==> config.mk <==
export PLATFORM = sky130hd
export DESIGN_NAME = reflet_mem_byte_seq
export DESIGN_NICKNAME = d
export VERILOG_FILES = /design/src/rtl/reflet_mem_pkg.sv /design/src/rtl/reflet_mem_byte_seq.sv
export SDC_FILE = /design/constraint.sdc
export NUM_CORES = 1
export LEC_CHECK = 0
export ABC_AREA = 1
export CELL_PAD_IN_SITES_DETAIL_PLACEMENT = 1
export CELL_PAD_IN_SITES_GLOBAL_PLACEMENT = 1
export CORE_ASPECT_RATIO = 1.75
export CORE_MARGIN = 3
export CORE_UTILIZATION = 35
export DETAILED_ROUTE_END_ITERATION = 6
export PLACE_DENSITY_LB_ADDON = 0.1
export SETUP_SLACK_MARGIN = 0.2
export SKIP_LAST_GASP = 1
export SYNTH_ARGS = -nofsm -noshare
export SYNTH_HDL_FRONTEND = slang
export SYNTH_SLANG_ARGS = --single-unit
==> constraint.sdc <==
create_clock -name clk -period 4.4 [get_ports clk]
set_clock_uncertainty 0.2 [all_clocks]
set_input_delay 1.32 -clock clk [delete_from_list [all_inputs] [get_ports clk]]
set_output_delay 1.32 -clock clk [all_outputs]
set_load 0.05 [all_outputs]
==> src/rtl/reflet_mem_pkg.sv <==
// Shared definitions for the word-to-byte memory sequencer: state encoding
// and word geometry helper.
package reflet_mem_pkg;

    typedef enum logic [1:0] {
        ST_IDLE  = 2'd0,
        ST_WRITE = 2'd1,
        ST_READ  = 2'd2,
        ST_DONE  = 2'd3
    } seq_state_t;

    function automatic int bytes_per_word(input int wordsize);
        return wordsize / 8;
    endfunction

endpackage

==> src/rtl/reflet_mem_byte_seq.sv <==
// Splits CPU word accesses into little-endian byte accesses to an 8-bit synchronous RAM.
// Optional misaligned-address trap with cpu_err output: define REFLET_MEM_ALIGN_CHECK_EN.
module reflet_mem_byte_seq
    import reflet_mem_pkg::*;
#(
    parameter int wordsize = 16,
    parameter int addrSize = 7
) (
    input  logic                clk,
    input  logic                reset,
    input  logic                cpu_req,
    input  logic                cpu_write,
    input  logic [addrSize-1:0] cpu_addr,
    input  logic [wordsize-1:0] cpu_wdata,
    output logic [wordsize-1:0] cpu_rdata,
    output logic                cpu_ready,
    output logic                cpu_busy,
    output logic                ram_enable,
    output logic                ram_write_en,
    output logic [addrSize-1:0] ram_addr,
    output logic [7:0]          ram_data_in,
    input  logic [7:0]          ram_data_out
`ifdef REFLET_MEM_ALIGN_CHECK_EN
    ,
    output logic                cpu_err
`endif
);

    localparam int NB    = bytes_per_word(wordsize);
    localparam int CW    = $clog2(NB + 1);
    localparam int NSLOT = 2 ** CW;
    localparam logic [CW-1:0] C_LAST     = CW'(NB - 1);
    localparam logic [CW-1:0] C_READ_END = CW'(NB);

    seq_state_t          r_state;
    seq_state_t          w_state_next;
    logic [CW-1:0]       r_cnt;
    logic [CW-1:0]       w_cnt_next;
    logic [addrSize-1:0] r_base;
    logic [wordsize-1:0] r_wdata;
    logic [wordsize-1:0] r_shift;
    logic [wordsize-1:0] r_rdata;
    logic [wordsize-1:0] w_assembled;
    logic [7:0]          w_wbytes [NSLOT];
    logic [CW-1:0]       w_offset;
    logic                w_misaligned;

`ifdef REFLET_MEM_ALIGN_CHECK_EN
    logic r_misaligned;
    assign w_misaligned = (cpu_addr % addrSize'(NB)) != '0;
    assign cpu_err      = (r_state == ST_DONE) && r_misaligned;
`else
    assign w_misaligned = 1'b0;
`endif

    genvar gi;
    // Write byte lanes padded to a power-of-two table so r_cnt indexes it directly.
    generate
        for (gi = 0; gi < NSLOT; gi++) begin : g_wbytes
            if (gi < NB) begin : g_used
                assign w_wbytes[gi] = r_wdata[gi*8 +: 8];
            end else begin : g_pad
                assign w_wbytes[gi] = 8'h00;
            end
        end
        // RAM data for byte k arrives one cycle after its address, i.e. while r_cnt == k+1.
        for (gi = 0; gi < NB; gi++) begin : g_asm
            assign w_assembled[gi*8 +: 8] =
                (r_cnt == CW'(gi + 1)) ? ram_data_out : r_shift[gi*8 +: 8];
        end
    endgenerate

    always_comb begin
        w_state_next = r_state;
        w_cnt_next   = r_cnt;
        case (r_state)
            ST_IDLE: begin
                w_cnt_next = '0;
                if (cpu_req) begin
                    if (w_misaligned)   w_state_next = ST_DONE;
                    else if (cpu_write) w_state_next = ST_WRITE;
                    else                w_state_next = ST_READ;
                end
            end
            ST_WRITE: begin
                w_cnt_next = r_cnt + CW'(1);
                if (r_cnt == C_LAST) begin
                    w_state_next = ST_DONE;
                    w_cnt_next   = '0;
                end
            end
            ST_READ: begin
                w_cnt_next = r_cnt + CW'(1);
                if (r_cnt == C_READ_END) begin
                    w_state_next = ST_DONE;
                    w_cnt_next   = '0;
                end
            end
            ST_DONE: begin
                w_state_next = ST_IDLE;
                w_cnt_next   = '0;
            end
            default: begin
                w_state_next = ST_IDLE;
                w_cnt_next   = '0;
            end
        endcase
    end

    // The final read cycle repeats the last address so the RAM keeps driving its data.
    assign w_offset = (r_state == ST_READ && r_cnt == C_READ_END) ? C_LAST : r_cnt;

    always_comb begin
        ram_enable   = 1'b0;
        ram_write_en = 1'b0;
        ram_addr     = '0;
        ram_data_in  = 8'h00;
        if (r_state == ST_WRITE || r_state == ST_READ) begin
            ram_enable = 1'b1;
            ram_addr   = r_base + addrSize'(w_offset);
        end
        if (r_state == ST_WRITE) begin
            ram_write_en = 1'b1;
            ram_data_in  = w_wbytes[r_cnt];
        end
    end

    assign cpu_ready = (r_state == ST_DONE);
    assign cpu_busy  = (r_state != ST_IDLE);
    assign cpu_rdata = r_rdata;

    always_ff @(posedge clk or negedge reset) begin
        if (!reset) begin
            r_state <= ST_IDLE;
            r_cnt   <= '0;
            r_base  <= '0;
            r_wdata <= '0;
            r_shift <= '0;
            r_rdata <= '0;
`ifdef REFLET_MEM_ALIGN_CHECK_EN
            r_misaligned <= 1'b0;
`endif
        end else begin
            r_state <= w_state_next;
            r_cnt   <= w_cnt_next;
            if (r_state == ST_IDLE && cpu_req) begin
                r_base  <= cpu_addr;
                r_wdata <= cpu_wdata;
`ifdef REFLET_MEM_ALIGN_CHECK_EN
                r_misaligned <= w_misaligned;
`endif
            end
            if (r_state == ST_READ) begin
                r_shift <= w_assembled;
                if (r_cnt == C_READ_END) begin
                    r_rdata <= w_assembled;
                end
            end
        end
    end

endmodule

Word-level counts from Yosys, hierarchy flattened
Cells that the tools add are included.

Bits in registers: 59. Output and inout port bits: 35. Logic and storage cells: 44.

Add/subtract/negate cells: 2. Magnitude comparators: 1. Equal/unequal tests: 8. Multiplexer cells: 18. Bitwise logic cells: 1. Reductions and logical operators: 8.

Operators by type and width (count): 8-bit two-way mux (5); 8-bit binary-select mux with 2-bit select (1); 2-bit two-way mux (7); 2-bit case mux with 4 select lines (1); 7-bit by 2-bit adder with 7-bit output (1); 7-bit two-way mux (1); 2-bit equality test, second input constant (3); 2-bit != test, second input constant (3); 2-bit case mux with 3 select lines (1); 2-bit by 1-bit equality test with 1-bit output, second input constant (2); 3-bit >= comparator, second input constant (1); 2-bit inverter with 3-bit output (1); 3-bit AND reduction (1); 2-bit by 1-bit adder with 2-bit output, second input constant (1); 1-bit logical AND (2); 2-bit logical NOT (1); 1-bit two-way mux (2); 2-bit AND reduction (1); 2-bit nonzero test (1); 2-bit OR reduction (1); 1-bit logical OR (1).

Logic depth before layout (Yosys ltp)
Gate-level depths: netlist of run 1.

Word-level depth: 5. Mapped depth: 14. Gate-level depth less buffers: 13.

Worst setup path after synthesis of run 1
No wires, ideal clock.

Kind: reg-to-output. Start: register r_state[0]. End: output port ram_addr[6]. Arrival: 2.602 ns. Required time: 2.880 ns. Setup slack: 0.278 ns. Cell stages (with the launch flop): 15. Path buffers: 1. Cell sequence: dfrtp_1 inv_1 ha_1 inv_2 nor2_8 inv_4 buf_6 nand2_1 ha_1 fa_1 nand2_1 nor2_1 nand3_1 nand2_1 nor2_1.

Longest elaborated chain between the ends: 5.

Ends and longest elaborated chain: start: declaration (RTL line reflet_mem_byte_seq.sv:35) `seq_state_t r_state;`; start signal: assignment (RTL line reflet_mem_byte_seq.sv:144) `r_state <= w_state_next;`; 2-bit equality test (RTL line reflet_mem_byte_seq.sv:111, reflet_mem_byte_seq.sv:118); 1-bit logical AND (RTL line reflet_mem_byte_seq.sv:111) `assign w_offset = (r_state == ST_READ && r_cnt == C_READ_END) ? C_LAST : r_cnt;`; 2-bit two-way mux (RTL line reflet_mem_byte_seq.sv:111); 7-bit by 2-bit adder with 7-bit output (RTL line reflet_mem_byte_seq.sv:120) `ram_addr = r_base + addrSize'(w_offset);`; 7-bit two-way mux * (RTL line reflet_mem_byte_seq.sv:118) `if (r_state == ST_WRITE || r_state == ST_READ) begin`; end: declaration (RTL line reflet_mem_byte_seq.sv:20) `output logic [addrSize-1:0] ram_addr,`.

Every way passes the cells marked *; elsewhere a longest branch is shown, timed or not.

Worst setup path in the final report of run 1
Same ends and word-level chain as after synthesis.

==> results.json, run 1 <==
{
  "clockBufferDepth": 2,
  "drive_above_1_share_pct": 19.6,
  "finalPower_mw": 3.20,
  "cts_sinks": 51,
  "final_cell_mix": "70 x nand2_1, 61 x clkdlybuf4s50_1, 51 x dfrtp_1",
  "grt_max_degree": 33,
  "nNetsFinal": 375,
  "clk_latency_ps": 290,
  "yosysSeqAreaShare_pct": 51.6,
  "syn_to_final_growth_pct": 40.5,
  "antenna_cells": 0,
  "hold_viol_final": 0,
  "grt_use_met3_pct": 3.59,
  "required_ps": 2880,
  "cp_data_arrival_time_ps": 2500,
  "drt-initial-drc-count": 66,
  "use_met2_pct": 29.7,
  "synth_cell_types": 24,
  "grt_pass1_vias": 2214,
  "place_ws_ps": 285,
  "grt.total_usage_pct": 16.2,
  "layout.cells.most_common": "nand2_1",
  "yosys.area.top_type_share_pct": 51.6,
  "layout_min_cycle_time_ps": 4020,
  "fin_area_um2": 3470,
  "rsz0062_at_grt": "no",
  "setup_violations": 0,
  "avgSynthCellArea_um2": 9.62,
  "ant_nets": 0,
  "worst_slew_pin_slew_ps": 770,
  "grt_overflow": 0,
  "hold_class": "reg2reg",
  "initial_core_util_pct": 37.0,
  "start_kind": "register",
  "setup-tns-final_ps": 0,
  "postPlaceCellArea_um2": 3260,
  "fp.dieH_um": 117,
  "worst-r2r-cell-count": 4,
  "dieWidth_um": 69.5,
  "dieArea_um2": 8150,
  "synth_top_cell_by_area": "dfrtp_1",
  "crit_family": "adder cells",
  "cts_tree": "built",
  "drv_slew": 0,
  "crit_buf_inv": 4,
  "path_clk_slew_ps": 70,
  "p_per_area_nw_per_um2": 922,
  "antenna_found_initial": 0,
  "cp_slowest_cell": "fa_2",
  "setup_slack_ps": 378,
  "synth_warnings": 0,
  "dr.pass1.iters": 4,
  "min_to": "cpu_rdata[11]",
  "viasPerCell": 4.82,
  "max_stage_delay_ps": 360,
  "crit_fanout": 13,
  "r2r_slack_ps": 2540,
  "ctsHtreeMaxLevel": 2,
  "synth-main-ff-cell": "dfrtp_1",
  "slew_headroom_pct": 48.6,
  "numCtsBuffers": 5,
  "max_freq_ghz": 0.249,
  "wl_per_cell_um": 15.0,
  "min_from": "cpu_rdata[11]",
  "vdd_ir_drop_max_v": 0.000437,
  "maxCapViolations": 0,
  "routed_wl_um": 6200,
  "leakage_nw": 1.63,
  "synth_cells": 257,
  "synth_edf_count": 0,
  "grtUsageMet1_pct": 18.6,
  "ys_ff_latch": 51,
  "dp.final_hpwl_um": 4540,
  "cp.depth": 14,
  "busiest_layer": "met2",
  "r2r-end": "r_wdata[12]",
  "whs_path_depth": 2,
  "core_um2": 6690,
  "cpMostUsedCell": "nand2_1",
  "min_period_over_period_pct": 91.4,
  "synth-async-reset-ratio_pct": 100,
  "path_cells": "inv_1 -> ha_1 -> inv_2 -> nor2_8 -> inv_8 -> nand2_1 -> ha_1 -> fa_2 -> nand2_1 -> nor2_2 -> nand3_1 -> nand2_1 -> nor2_2 -> buf_12",
  "grt_first_pass_wirelength_um": 10400,
  "worstReg2RegStart": "r_state[1]",
  "worstSetupEndpointType": "primary output",
  "status": "completed",
  "netlist_top_cells_area": "dfrtp_1 52%, nand2_1 11%, mux2_2 9.6%",
  "gp_congestion": 0.749,
  "io_pins": 70,
  "drcViolationCount": 0,
  "synthesis.nets": 300,
  "path_class": "reg2out",
  "cts-root-buf": "clkbuf_16",
  "synth_area_um2": 2470,
  "num_rows": 39,
  "via_count": 1995,
  "port_buffers": 69
}
==> worst max-delay path by stage <==
stage / start / to / slack [ps]
finish: r_state[0] / ram_addr[6] / 380
global route: r_state[0] / ram_addr[4] / 220
CTS: r_state[0] / ram_addr[6] / 240
detailed placement: r_state[0] / ram_addr[6] / 280
global placement: r_state[0] / ram_addr[6] / 440
floorplan: r_state[0] / ram_addr[6] / 280
==> stage by stage <==
step / hold WS (ps) / std cells / util (%)
after floorplan: 253 / 257 / -
after global placement: 263 / 402 / 48.8
after detailed placement: 265 / 402 / 48.8
after CTS: 284 / 411 / 51.6
after global routing: 305 / 414 / 52.0
final: 277 / 414 / 52.0
==> sequential cells by signal, indices dropped and copies added, names as in the netlist <==
| name | cells |
|---|---|
| r_shift | 8 |
| r_state | 2 |
| cpu_rdata | 16 |
| r_cnt | 2 |
| r_base | 7 |
| r_wdata | 16 |
==> tightest hold or removal path, stage by stage, from the launching register on <==
cell     delay, ps
dfrtp_1        340
nand2_1         50
nand2_1         50
==> cell type report <==
class / instances / area, µm²
clock inverters: 2 / 37.5
multi-input cells: 173 / 1050
fillers: 768 / 3210
flip-flops and latches: 51 / 1280
well taps: 82 / 103
clock buffers: 5 / 125
inverters: 25 / 101
repair inverters: 1 / 6.26
repair buffers: 75 / 776
==> kinds of logic after synthesis <==
| group | after synthesis | share of synthesized area, % |
|---|---|---|
| multiplexers | 21 | 9.56 |
| AO/OA/AOI/OAI | 43 | 10.9 |
| flip-flops | 51 | 51.6 |
| buffers and inverters | 33 | 6.28 |
| adder cells (fa/ha/maj) | 8 | 4.35 |
| AND/OR/NAND/NOR | 101 | 17.3 |
==> synth_stat cells (2+ instances only) <==
cell type / instances
buf_2: 2
nand2_1: 70
nand3_1: 6
nand2_4: 2
a21oi_1: 6
buf_6: 3
a22oi_1: 8
nand4_1: 2
mux2_2: 21
ha_1: 7
o21ai_1: 4
dfrtp_1: 51
inv_2: 4
nor2_1: 18
o21ai_0: 16
inv_1: 20
clkbuf_1: 2
o21ai_2: 9
==> where the power goes <==
part	switching, mW	total, mW	leakage [nW]	internal (mW)
Combinational	1.20	1.92	0.970	0.721
Clock	0.167	0.432	0.0759	0.265
Sequential	0.146	0.849	0.589	0.703
Total	1.51	3.20	1.63	1.69
==> layer usage <==
layer  vias up  wire, µm
met2        45      3380
met5         -         0
met3         5       246
met4         0        68
li1        975         -
met1       970      2500
==> what timing repair did <==
action / 4_1_cts / 5_1_grt
setup endpoints to repair: 2 / 2
setup buffers: 1 / 3
pin swaps: 1 / 2
resized for setup: 4 / 1
hold buffers: 0 / 0
cloned: 1 / 0
Note: power is estimated with default switching activity, not from simulation.
==> run 2, diff against run 1 <==
Settings changed: TNS_END_PERCENT from default to 20.
==> results of run 2 <==
Same layout as run 1: the final DEF is identical, and so are final timing and power.
